==> src/rtl/issue_ctrl_if.sv <==
// issue_ctrl_if: decode-stage issue bundle between the pipeline and issue_ctrl.
//   master : pipeline side, drives the IF/ID fields, EX redirect and load writeback;
//            receives the issue decision.
//   slave  : issue_ctrl side.
// Signals: id_valid, opcode[6:0], rd/rs1/rs2[4:0], ex_branch_taken, ld_done, ld_rd[4:0]
//          (pipeline -> controller); id_issue, id_stall, id_ex_bubble, if_id_flush,
//          ld_err (controller -> pipeline).
interface issue_ctrl_if;
  localparam int unsigned OP_W  = 7;
  localparam int unsigned REG_W = 5;

  logic             id_valid;
  logic [OP_W-1:0]  opcode;
  logic [REG_W-1:0] rd;
  logic [REG_W-1:0] rs1;
  logic [REG_W-1:0] rs2;
  logic             ex_branch_taken;
  logic             ld_done;
  logic [REG_W-1:0] ld_rd;
  logic             id_issue;
  logic             id_stall;
  logic             id_ex_bubble;
  logic             if_id_flush;
  logic             ld_err;

  modport master (
    output id_valid, opcode, rd, rs1, rs2, ex_branch_taken, ld_done, ld_rd,
    input  id_issue, id_stall, id_ex_bubble, if_id_flush, ld_err
  );

  modport slave (
    input  id_valid, opcode, rd, rs1, rs2, ex_branch_taken, ld_done, ld_rd,
    output id_issue, id_stall, id_ex_bubble, if_id_flush, ld_err
  );
endinterface

==> src/rtl/issue_ctrl.sv <==
// issue_ctrl: decode-stage issue controller. Tracks destination registers of
// outstanding loads in a scoreboard, interlocks RAW/WAW hazards and the
// outstanding-load limit, drains all loads before a FENCE issues, and flushes
// IF/ID on a taken branch resolved in EX.
// Ports:
//   clk, rst_n : clock (rising edge) and asynchronous active-low reset
//   bus        : issue_ctrl_if.slave (instruction fields, redirect, load
//                writeback in; issue/stall/bubble/flush decisions and sticky
//                ld_err out)
// Parameter: MAX_LD (1..7) maximum number of outstanding loads.
// Build option: define ISSUE_CTRL_LD_BYPASS_EN to let a load completing this
// cycle release its dependents and its counter slot in the same cycle.
// id_issue/id_stall/id_ex_bubble/if_id_flush are combinational decisions;
// ld_err comes straight from a flop.
module issue_ctrl #(
  parameter int unsigned MAX_LD = 2
) (
  input  logic         clk,
  input  logic         rst_n,
  issue_ctrl_if.slave  bus
);

  localparam int unsigned CNT_W  = 3;
  localparam int unsigned NREG   = 32;
  localparam int unsigned OP_W   = 7;

  localparam logic [OP_W-1:0] OP_OP     = 7'b0110011;
  localparam logic [OP_W-1:0] OP_STORE  = 7'b0100011;
  localparam logic [OP_W-1:0] OP_BRANCH = 7'b1100011;
  localparam logic [OP_W-1:0] OP_IMM    = 7'b0010011;
  localparam logic [OP_W-1:0] OP_LOAD   = 7'b0000011;
  localparam logic [OP_W-1:0] OP_JALR   = 7'b1100111;
  localparam logic [OP_W-1:0] OP_LUI    = 7'b0110111;
  localparam logic [OP_W-1:0] OP_AUIPC  = 7'b0010111;
  localparam logic [OP_W-1:0] OP_JAL    = 7'b1101111;
  localparam logic [OP_W-1:0] OP_FENCE  = 7'b0001111;

  typedef enum logic {ST_RUN, ST_DRAIN} state_t;

  state_t            state_q, state_d;
  logic [NREG-1:0]   busy_q, busy_d;
  logic [CNT_W-1:0]  ld_cnt_q, ld_cnt_d;
  logic              ld_err_q, ld_err_d;

  logic              use_rs1_c, use_rs2_c, wr_rd_c;
  logic              ld_ok_c;
  logic [NREG-1:0]   busy_chk_c;
  logic [CNT_W-1:0]  cnt_chk_c;
  logic              hazard_c;
  logic              is_load_c, is_fence_c;
  logic              issue_c, stall_c, bubble_c, flush_c;

  // Register usage by opcode; unlisted opcodes read and write nothing.
  always_comb begin
    use_rs1_c = 1'b0;
    use_rs2_c = 1'b0;
    wr_rd_c   = 1'b0;
    unique case (bus.opcode)
      OP_OP:     begin use_rs1_c = 1'b1; use_rs2_c = 1'b1; wr_rd_c = 1'b1; end
      OP_STORE,
      OP_BRANCH: begin use_rs1_c = 1'b1; use_rs2_c = 1'b1; end
      OP_IMM,
      OP_LOAD,
      OP_JALR:   begin use_rs1_c = 1'b1; wr_rd_c = 1'b1; end
      OP_LUI,
      OP_AUIPC,
      OP_JAL:    wr_rd_c = 1'b1;
      default:   ;
    endcase
  end

  assign is_load_c  = (bus.opcode == OP_LOAD);
  assign is_fence_c = (bus.opcode == OP_FENCE);

  // A completion is legal only with a load outstanding and, for a real
  // register, only if that register is marked busy.
  assign ld_ok_c = bus.ld_done && (ld_cnt_q != '0) &&
                   ((bus.ld_rd == '0) || busy_q[bus.ld_rd]);

  // View of the scoreboard and counter used for hazard detection.
  always_comb begin
    busy_chk_c = busy_q;
    cnt_chk_c  = ld_cnt_q;
`ifdef ISSUE_CTRL_LD_BYPASS_EN
    if (ld_ok_c) begin
      busy_chk_c[bus.ld_rd] = 1'b0;
      cnt_chk_c             = ld_cnt_q - CNT_W'(1);
    end
`endif
  end

  assign hazard_c = bus.id_valid && (
                      (use_rs1_c && (bus.rs1 != '0) && busy_chk_c[bus.rs1]) ||
                      (use_rs2_c && (bus.rs2 != '0) && busy_chk_c[bus.rs2]) ||
                      (wr_rd_c   && (bus.rd  != '0) && busy_chk_c[bus.rd])  ||
                      (is_load_c && (cnt_chk_c == CNT_W'(MAX_LD))));

  // Issue FSM: branch redirect beats stalls, stalls beat issue.
  always_comb begin
    state_d  = state_q;
    issue_c  = 1'b0;
    stall_c  = 1'b0;
    bubble_c = 1'b1;
    flush_c  = 1'b0;
    if (bus.ex_branch_taken) begin
      flush_c = 1'b1;
      state_d = ST_RUN;
    end else begin
      unique case (state_q)
        ST_RUN: begin
          if (hazard_c) begin
            stall_c = 1'b1;
          end else if (bus.id_valid && is_fence_c && (ld_cnt_q != '0)) begin
            stall_c = 1'b1;
            state_d = ST_DRAIN;
          end else begin
            issue_c  = bus.id_valid;
            bubble_c = !bus.id_valid;
          end
        end
        ST_DRAIN: begin
          if (ld_cnt_q == '0) begin
            issue_c  = bus.id_valid;
            bubble_c = !bus.id_valid;
            state_d  = ST_RUN;
          end else begin
            stall_c = 1'b1;
          end
        end
        default: state_d = ST_RUN;
      endcase
    end
  end

  // Scoreboard/counter update; a same-cycle set of busy[rd] wins over a clear.
  always_comb begin
    busy_d   = busy_q;
    ld_cnt_d = ld_cnt_q;
    ld_err_d = ld_err_q;
    if (bus.ld_done) begin
      if (ld_ok_c) begin
        busy_d[bus.ld_rd] = 1'b0;
        ld_cnt_d          = ld_cnt_d - CNT_W'(1);
      end else begin
        ld_err_d = 1'b1;
      end
    end
    if (issue_c && is_load_c) begin
      ld_cnt_d = ld_cnt_d + CNT_W'(1);
      if (bus.rd != '0) begin
        busy_d[bus.rd] = 1'b1;
      end
    end
    busy_d[0] = 1'b0;
  end

  always_ff @(posedge clk or negedge rst_n) begin
    if (!rst_n) begin
      state_q  <= ST_RUN;
      busy_q   <= '0;
      ld_cnt_q <= '0;
      ld_err_q <= 1'b0;
    end else begin
      state_q  <= state_d;
      busy_q   <= busy_d;
      ld_cnt_q <= ld_cnt_d;
      ld_err_q <= ld_err_d;
    end
  end

  assign bus.id_issue     = issue_c;
  assign bus.id_stall     = stall_c;
  assign bus.id_ex_bubble = bubble_c;
  assign bus.if_id_flush  = flush_c;
  assign bus.ld_err       = ld_err_q;

endmodule
==> src/flat_wrapper.sv <==
// flat-port wrapper written by rule: the top's interface ports become plain ports
module issue_ctrl_flat 
#(
  parameter int unsigned MAX_LD = 2
)
  (clk, rst_n, bus_id_valid, bus_opcode, bus_rd, bus_rs1, bus_rs2, bus_ex_branch_taken, bus_ld_done, bus_ld_rd, bus_id_issue, bus_id_stall, bus_id_ex_bubble, bus_if_id_flush, bus_ld_err);
  issue_ctrl_if bus_i ();
  input  logic clk;
  input  logic rst_n;
  input wire logic [$bits(bus_i.id_valid)-1:0] bus_id_valid;
  input wire logic [$bits(bus_i.opcode)-1:0] bus_opcode;
  input wire logic [$bits(bus_i.rd)-1:0] bus_rd;
  input wire logic [$bits(bus_i.rs1)-1:0] bus_rs1;
  input wire logic [$bits(bus_i.rs2)-1:0] bus_rs2;
  input wire logic [$bits(bus_i.ex_branch_taken)-1:0] bus_ex_branch_taken;
  input wire logic [$bits(bus_i.ld_done)-1:0] bus_ld_done;
  input wire logic [$bits(bus_i.ld_rd)-1:0] bus_ld_rd;
  output wire logic [$bits(bus_i.id_issue)-1:0] bus_id_issue;
  output wire logic [$bits(bus_i.id_stall)-1:0] bus_id_stall;
  output wire logic [$bits(bus_i.id_ex_bubble)-1:0] bus_id_ex_bubble;
  output wire logic [$bits(bus_i.if_id_flush)-1:0] bus_if_id_flush;
  output wire logic [$bits(bus_i.ld_err)-1:0] bus_ld_err;
  assign bus_i.id_valid = bus_id_valid;
  assign bus_i.opcode = bus_opcode;
  assign bus_i.rd = bus_rd;
  assign bus_i.rs1 = bus_rs1;
  assign bus_i.rs2 = bus_rs2;
  assign bus_i.ex_branch_taken = bus_ex_branch_taken;
  assign bus_i.ld_done = bus_ld_done;
  assign bus_i.ld_rd = bus_ld_rd;
  assign bus_id_issue = bus_i.id_issue;
  assign bus_id_stall = bus_i.id_stall;
  assign bus_id_ex_bubble = bus_i.id_ex_bubble;
  assign bus_if_id_flush = bus_i.if_id_flush;
  assign bus_ld_err = bus_i.ld_err;
  issue_ctrl #(.MAX_LD(MAX_LD)) u_core (.clk(clk), .rst_n(rst_n), .bus(bus_i));
endmodule
==> config.mk <==
export PLATFORM = sky130hd
export DESIGN_NAME = issue_ctrl_flat
export DESIGN_NICKNAME = d
export VERILOG_FILES = /design/src/rtl/issue_ctrl_if.sv /design/src/rtl/issue_ctrl.sv /design/src/flat_wrapper.sv
export SDC_FILE = /design/constraint.sdc
export NUM_CORES = 1
export LEC_CHECK = 0
export BUFFER_PORTS_ARGS = -buffer_cell sky130_fd_sc_hd__buf_2
export CORE_AREA = 2 2 75 77
export CTS_CLUSTER_DIAMETER = 80
export CTS_CLUSTER_SIZE = 20
export DETAILED_ROUTE_END_ITERATION = 8
export DIE_AREA = 0 0 77 79
export PLACE_DENSITY = 0.8
export RECOVER_POWER = 25
export SLEW_MARGIN = 10
export SYNTH_ARGS = -nofsm -noshare
export SYNTH_HDL_FRONTEND = slang
export SYNTH_SLANG_ARGS = --single-unit
==> constraint.sdc <==
create_clock -name clk -period 7.2 [get_ports clk]
set_clock_uncertainty 0.1 [all_clocks]
set_input_delay 1.8 -clock clk [delete_from_list [all_inputs] [get_ports clk]]
set_output_delay 1.8 -clock clk [all_outputs]
set_load 0.005 [all_outputs]
* After elaboration in Yosys (flattened, before gate mapping)
Index checks and enable logic that the tools add are counted.
Word-level totals: word-level logic and storage cells 99, input bits 32, output and inout port bits 5, bits in registers 36
Cells by class: bitwise logic cells 5, add/subtract/negate cells 2, eq/ne operators 11, $lt $le $gt $ge 6, multiplexer cells 41, reductions and logical operators 30
Operators by type and width (count):
- 2-to-1 mux 32 bit | 4
- bitwise AND 32 bit | 1
- inverter 32 bit | 1
- OR 32 bit | 1
- < comparator 5 x 6 -> 1 bit (second input constant) | 4
- 2-to-1 mux 1 bit | 24
- == test 7 x 6 -> 1 bit (second input constant) | 3
- == test 7 bit (second input constant) | 3
- binary-select mux 1 bit (select 5 bit) | 4
- logical AND 1 bit | 15
- nonzero test 5 bit | 3
- == test 7 x 5 -> 1 bit (second input constant) | 2
- demux 1 bit (select 5 bit) | 2
- greater-or-equal comparator 5 x 1 -> 1 bit (second input constant) | 2
- 2-to-1 mux 3 bit | 3
- one-hot mux 1 bit (2 select lines) | 4
- == test 7 x 2 -> 1 bit (second input constant) | 1
- == test 7 x 4 -> 1 bit (second input constant) | 1
- OR reduction 7 bit | 1
- OR reduction 6 bit | 1
- zero test 5 bit | 1
- logical OR 1 bit | 4
- adder 3 x 1 -> 3 bit (second input constant) | 1
- == test 3 x 2 -> 1 bit (second input constant) | 1
- 7 further kinds | 8

* Logic depth before layout (Yosys ltp)
depth in word-level cells 14, gate-level depth with buffers 12, depth with buffers taken out 11

* Worst setup path before layout
OpenSTA, ideal clock, no wires.
path kind input-to-output, start point input port bus_rs2[0], end point output port bus_id_issue, path buffers 1, stages 8, setup slack 1.984 ns, arrival time 3.316 ns, data required time 5.300 ns, cells stage by stage buf_2 mux4_2 a22oi_1 a311oi_1 a21oi_1 nand4_1 o21ai_1 and2_1
Between the ends: cells in the longest elaborated chain, start to end 10, elaborated cells on any way between the ends 12, classes of those cells mux: 5; reduce/logical: 7
Ends and longest elaborated chain:
- from (decl) | RTL line flat_wrapper.sv:14 | input wire logic [$bits(bus_i.rs2)-1:0] bus_rs2;
- binary-select mux 1 bit (select 5 bit) or nonzero test 5 bit (tied branches) | RTL line issue_ctrl.sv:94 | (use_rs2_c && (bus.rs2 != '0) && busy_chk_c[bus.rs2]) ||
- 2-to-1 mux 1 bit (not written as such) or logical AND 1 bit (tied branches) | RTL line issue_ctrl.sv:94
- logical AND 1 bit * | RTL line issue_ctrl.sv:94
- logical OR 1 bit * | RTL line issue_ctrl.sv:93 | (use_rs1_c && (bus.rs1 != '0) && busy_chk_c[bus.rs1]) ||
- logical OR 1 bit * | RTL line issue_ctrl.sv:94
- logical OR 1 bit * | RTL line issue_ctrl.sv:95 | (wr_rd_c && (bus.rd != '0) && busy_chk_c[bus.rd]) ||
- logical AND 1 bit * | RTL line issue_ctrl.sv:92 | assign hazard_c = bus.id_valid && (
- 2-to-1 mux 1 bit * | RTL line issue_ctrl.sv:111 | if (hazard_c) begin
- one-hot mux 1 bit (2 select lines) * | RTL line issue_ctrl.sv:109 | unique case (state_q)
- 2-to-1 mux 1 bit * | RTL line issue_ctrl.sv:105 | if (bus.ex_branch_taken) begin
- to (decl) | RTL line flat_wrapper.sv:18 | output wire logic [$bits(bus_i.id_issue)-1:0] bus_id_issue;
Mark *: on every way between the ends. The rest lies on a longest branch, timed or not. The select of a mux whose other input is x is not followed.

* Worst setup path in the final report
start point input port bus_rd[0], end point output port bus_id_issue
Between the ends: cells in the longest elaborated chain, start to end 9, elaborated cells on any way between the ends 11, classes of those cells mux: 5; reduce/logical: 6
Ends and longest elaborated chain:
- from (decl) | RTL line flat_wrapper.sv:12 | input wire logic [$bits(bus_i.rd)-1:0] bus_rd;
- binary-select mux 1 bit (select 5 bit) or nonzero test 5 bit (tied branches) | RTL line issue_ctrl.sv:95
- 2-to-1 mux 1 bit (not written as such) or logical AND 1 bit (tied branches) | RTL line issue_ctrl.sv:95
- logical AND 1 bit * | RTL line issue_ctrl.sv:95
- logical OR 1 bit * | RTL line issue_ctrl.sv:94
- logical OR 1 bit * | RTL line issue_ctrl.sv:95
- logical AND 1 bit * | RTL line issue_ctrl.sv:92
- 2-to-1 mux 1 bit * | RTL line issue_ctrl.sv:111
- one-hot mux 1 bit (2 select lines) * | RTL line issue_ctrl.sv:109
- 2-to-1 mux 1 bit * | RTL line issue_ctrl.sv:105
Marked as above.

==> run_results.csv <==
group,metric,value,unit
drt,detail_route.drc_violations,0,
timing,totalNegativeSetupSlack,0,ps
grt,grt_max_degree,37,
yosys,synth_top_flop_cell,"dfrtp_1",
critical_path,worst_setup_path_start_kind,"input port",
drt,vias,2726,
floorplanning,initial_core_util,0.572,
layout,p_r_area_growth_vs_syn,9.22,%
clock_tree,cts_setup_buffers,0,
layout,antennaDiodeCount,0,
power_and_ir_drop,power_leakage,1.29,nW
drt,drt_wl_total,8.17,mm
yosys,netlist_area,3050,µm²
layout,drive_above_1_share,0.264,
yosys,synth_edf_count,0,
run_status,violated_checks,"max-capacitance violations, max-slew violations",
job,max-cap-violations,1,
yosys,synthDistinctLibCells,60,
timing,slew_violations,37,
layout,finish.net_count,361,
yosys,synthArstFlopShare,1.00,
critical_path,r2r_start,"u_core.busy_chk_c[10]",
hold_path,worst_hold_startpoint,"u_core.bus.ld_err",
placement,place_hpwl,5.95,mm
drt,routedLengthMet1,3.37,mm
floorplanning,die_x,77,µm
power_and_ir_drop,irDropWorstVdd,0.000101,V
grt,antenna_found_initial,0,
yosys,ys_seq_elements,36,
floorplanning,rows,27,
clock_tree,clk_path_buf_depth,2,
timing,fin_crit_sh,0.783,
critical_path,setup.worst_path.start,"bus_rd[0]",
timing,max_slew.worst_pin.slew,1970,ps
drt,route.met3.wl,817,µm
grt,global_route_wire_length_before_repair,13.2,mm
critical_path,worst-path-max-fanout,30,
yosys,synthDominantCellAreaShare,0.295,
floorplanning,core,5340,µm²
yosys,sequential_cell_area_fraction_in_the_yosys_report,0.295,
drt,routed.top_layer,"met4",
layout,ff_latch_area,901,µm²
yosys,synthesis.nets,337,
timing,setup-violations-final,0,
yosys,synth_warnings,0,
layout,multi_input_comb_area,2000,µm²
clock_tree,ctsHoldBuffers,0,
placement,placed_cells,390,
critical_path,setup.worst_path.end_class,"output port",
power_and_ir_drop,power_density,155,nW/µm²
run_status,result_of_the_run,"finished, violations left",
drt,drtIter0Drc,280,
placement,port_buffers,36,
placement,gp_weighted_congestion,0.909,
layout,utilization,0.625,
timing,final_period_minus_worst_setup_slack,5640,ps
clock_tree,htreeDepth,2,
layout,layout.filler_cells,459,
floorplanning,die_h,79,µm
critical_path,required_time_worst_endpoint,5300,ps
layout,finish.cell_count_without_fillers,398,
timing,max_slew_margin,-0.312,
drt,routed-wl-met2,3.78,mm
yosys,synth_area_leaders,"dfrtp_1, mux4_2, o21ai_0",
clock_tree,path_clk_slew,70,ps
yosys,synth_top_area_cell,"dfrtp_1",
drt,drtPass1Iterations,5,
clock_tree,numCtsBuffers,5,
yosys,synthesized_instance_count,301,
timing,max_freq,177,MHz
layout,layout.cells.most_common_list,"dfrtp_1, buf_2, o21ai_0",
critical_path,worstPathArrival,3740,ps
clock_tree,tritoncts,"built",
floorplanning,design.die.area,6080,µm²
clock_tree,clk_root_buffer_cell,"clkbuf_8",
critical_path,critical_path_class,"input port to output port",
grt,first_global_vias,2570,
layout,mostFrequentLayoutCell,"dfrtp_1",
clock_tree,clock-sinks,36,
drt,detail-route-antenna-nets,0,
timing,setup_repair_after_global_routing_missed_its_margin,"false",
clock_tree,clk-insertion-delay-late,290,ps
drt,routed_via_density,6.85,
drt,final_routed_wire_length_divided_by_cell_count,20.5,µm
yosys,avgSynthCellArea,10.1,µm²
grt,grt.overflow.total,0,
clock_tree,post_cts_resized,0,
power_and_ir_drop,power.total,518,µW
timing,hold_violations,0,
hold_path,worst_hold_path_type,"flip-flop to flip-flop",
floorplanning,num_io_pins,37,
grt,groute.usage.overall,0.278,
## per-stage QoR
step | hold slack [ps] | instance area (µm²) | worst slack, ps
floorplan | 368 | 3050 | 1980
global placement | 355 | 3210 | 1640
detailed placement | 365 | 3210 | 1580
CTS | 385 | 3340 | 1570
global route | 400 | 3330 | 1290
finish | 379 | 3330 | 1560
## cell type report
class,instances,share of cell area
sequential,36,0.270
timing repair buffer,36,0.0537
clock inverter,1,0.00901
tap,72,0.0270
clock buffer,7,0.0289
multi-input combinational,237,0.601
inverter,9,0.0101
## path summary, 6_finish.rpt
check / endpoint / slack, ps / cells past startpoint
worst max-delay path: bus_id_issue / 1560 / 9
worst min-delay path: u_core.bus.ld_err / 380 / 1
worst max register to register: u_core.busy_chk_c[3] / 4530 / 7
worst min register to register: u_core.bus.ld_err / 380 / 1
max in group asynchronous: u_core.busy_chk_c[11] / 3910 / 1
min in group asynchronous: u_core.busy_chk_c[30] / 1950 / 1
## logic make-up after synthesis
family / Yosys count / share of synthesized area
compound gates: 104 / 0.236
buf+inv: 28 / 0.0484
mux: 35 / 0.209
simple gates: 90 / 0.181
flops: 36 / 0.295
fa+ha+maj: 4 / 0.0164
xor+xnor: 4 / 0.0139
## state kept, by name, indices dropped and copies added (netlist names)
| signal | cells |
|---|---|
| u_core.busy_chk_c | 31 |
| u_core.cnt_chk_c | 3 |
| u_core.bus.ld_err | 1 |
| u_core.state_q | 1 |
## report_power, final
| part | switching [mW] | leakage [nW] | internal (mW) | total [mW] |
|---|---|---|---|---|
| Combinational | 0.0624 | 0.737 | 0.0420 | 0.104 |
| Sequential | 0.00493 | 0.491 | 0.210 | 0.215 |
| Clock | 0.0762 | 0.0645 | 0.122 | 0.198 |
| Total | 0.144 | 1.29 | 0.374 | 0.518 |
## routing by layer
metal / track usage / vias to the layer above
met3: 0.0443 / 16
li1: - / 1235
met1: 0.381 / 1310
met4: 0.0982 / 0
met2: 0.454 / 165
met5: 0 / -
## synthesized netlist by cell type, types with 2 or more instances
| cell type | count |
|---|---|
| nor2b_1 | 16 |
| mux2_2 | 4 |
| o31ai_2 | 4 |
| nand2_1 | 11 |
| a211oi_1 | 9 |
| o31ai_1 | 11 |
| or3b_4 | 2 |
| mux2i_1 | 3 |
| a41oi_1 | 2 |
| a22oi_1 | 2 |
| buf_2 | 4 |
| a2111oi_0 | 3 |
| nor3_1 | 2 |
| buf_6 | 3 |
| xnor2_1 | 2 |
| o21ai_0 | 32 |
| clkbuf_1 | 6 |
| nand2b_1 | 5 |
| o21bai_1 | 3 |
| ha_1 | 4 |
| a21oi_1 | 4 |
| o21ai_1 | 16 |
| dfrtp_1 | 36 |
| nand4_1 | 2 |
| and2_1 | 2 |
| inv_1 | 9 |
| mux2_1 | 6 |
| a31o_2 | 2 |
| buf_1 | 2 |
| mux4_2 | 22 |
| o22ai_1 | 2 |
| nor2_1 | 11 |
| a221oi_1 | 2 |
| or3_1 | 10 |
| nand3_1 | 5 |
| or3b_1 | 3 |
| nand3b_1 | 13 |
| buf_4 | 4 |
## worst max-delay path, stage by stage
cell,delay [ps]
buf_2,420
nor2b_1,270
a211oi_1,90
a2111oi_0,490
nand4_2,180
nand4_1,140
o21ai_1,80
and2_1,130
buf_2,120
No activity file was read; power rests on OpenSTA's default activity.
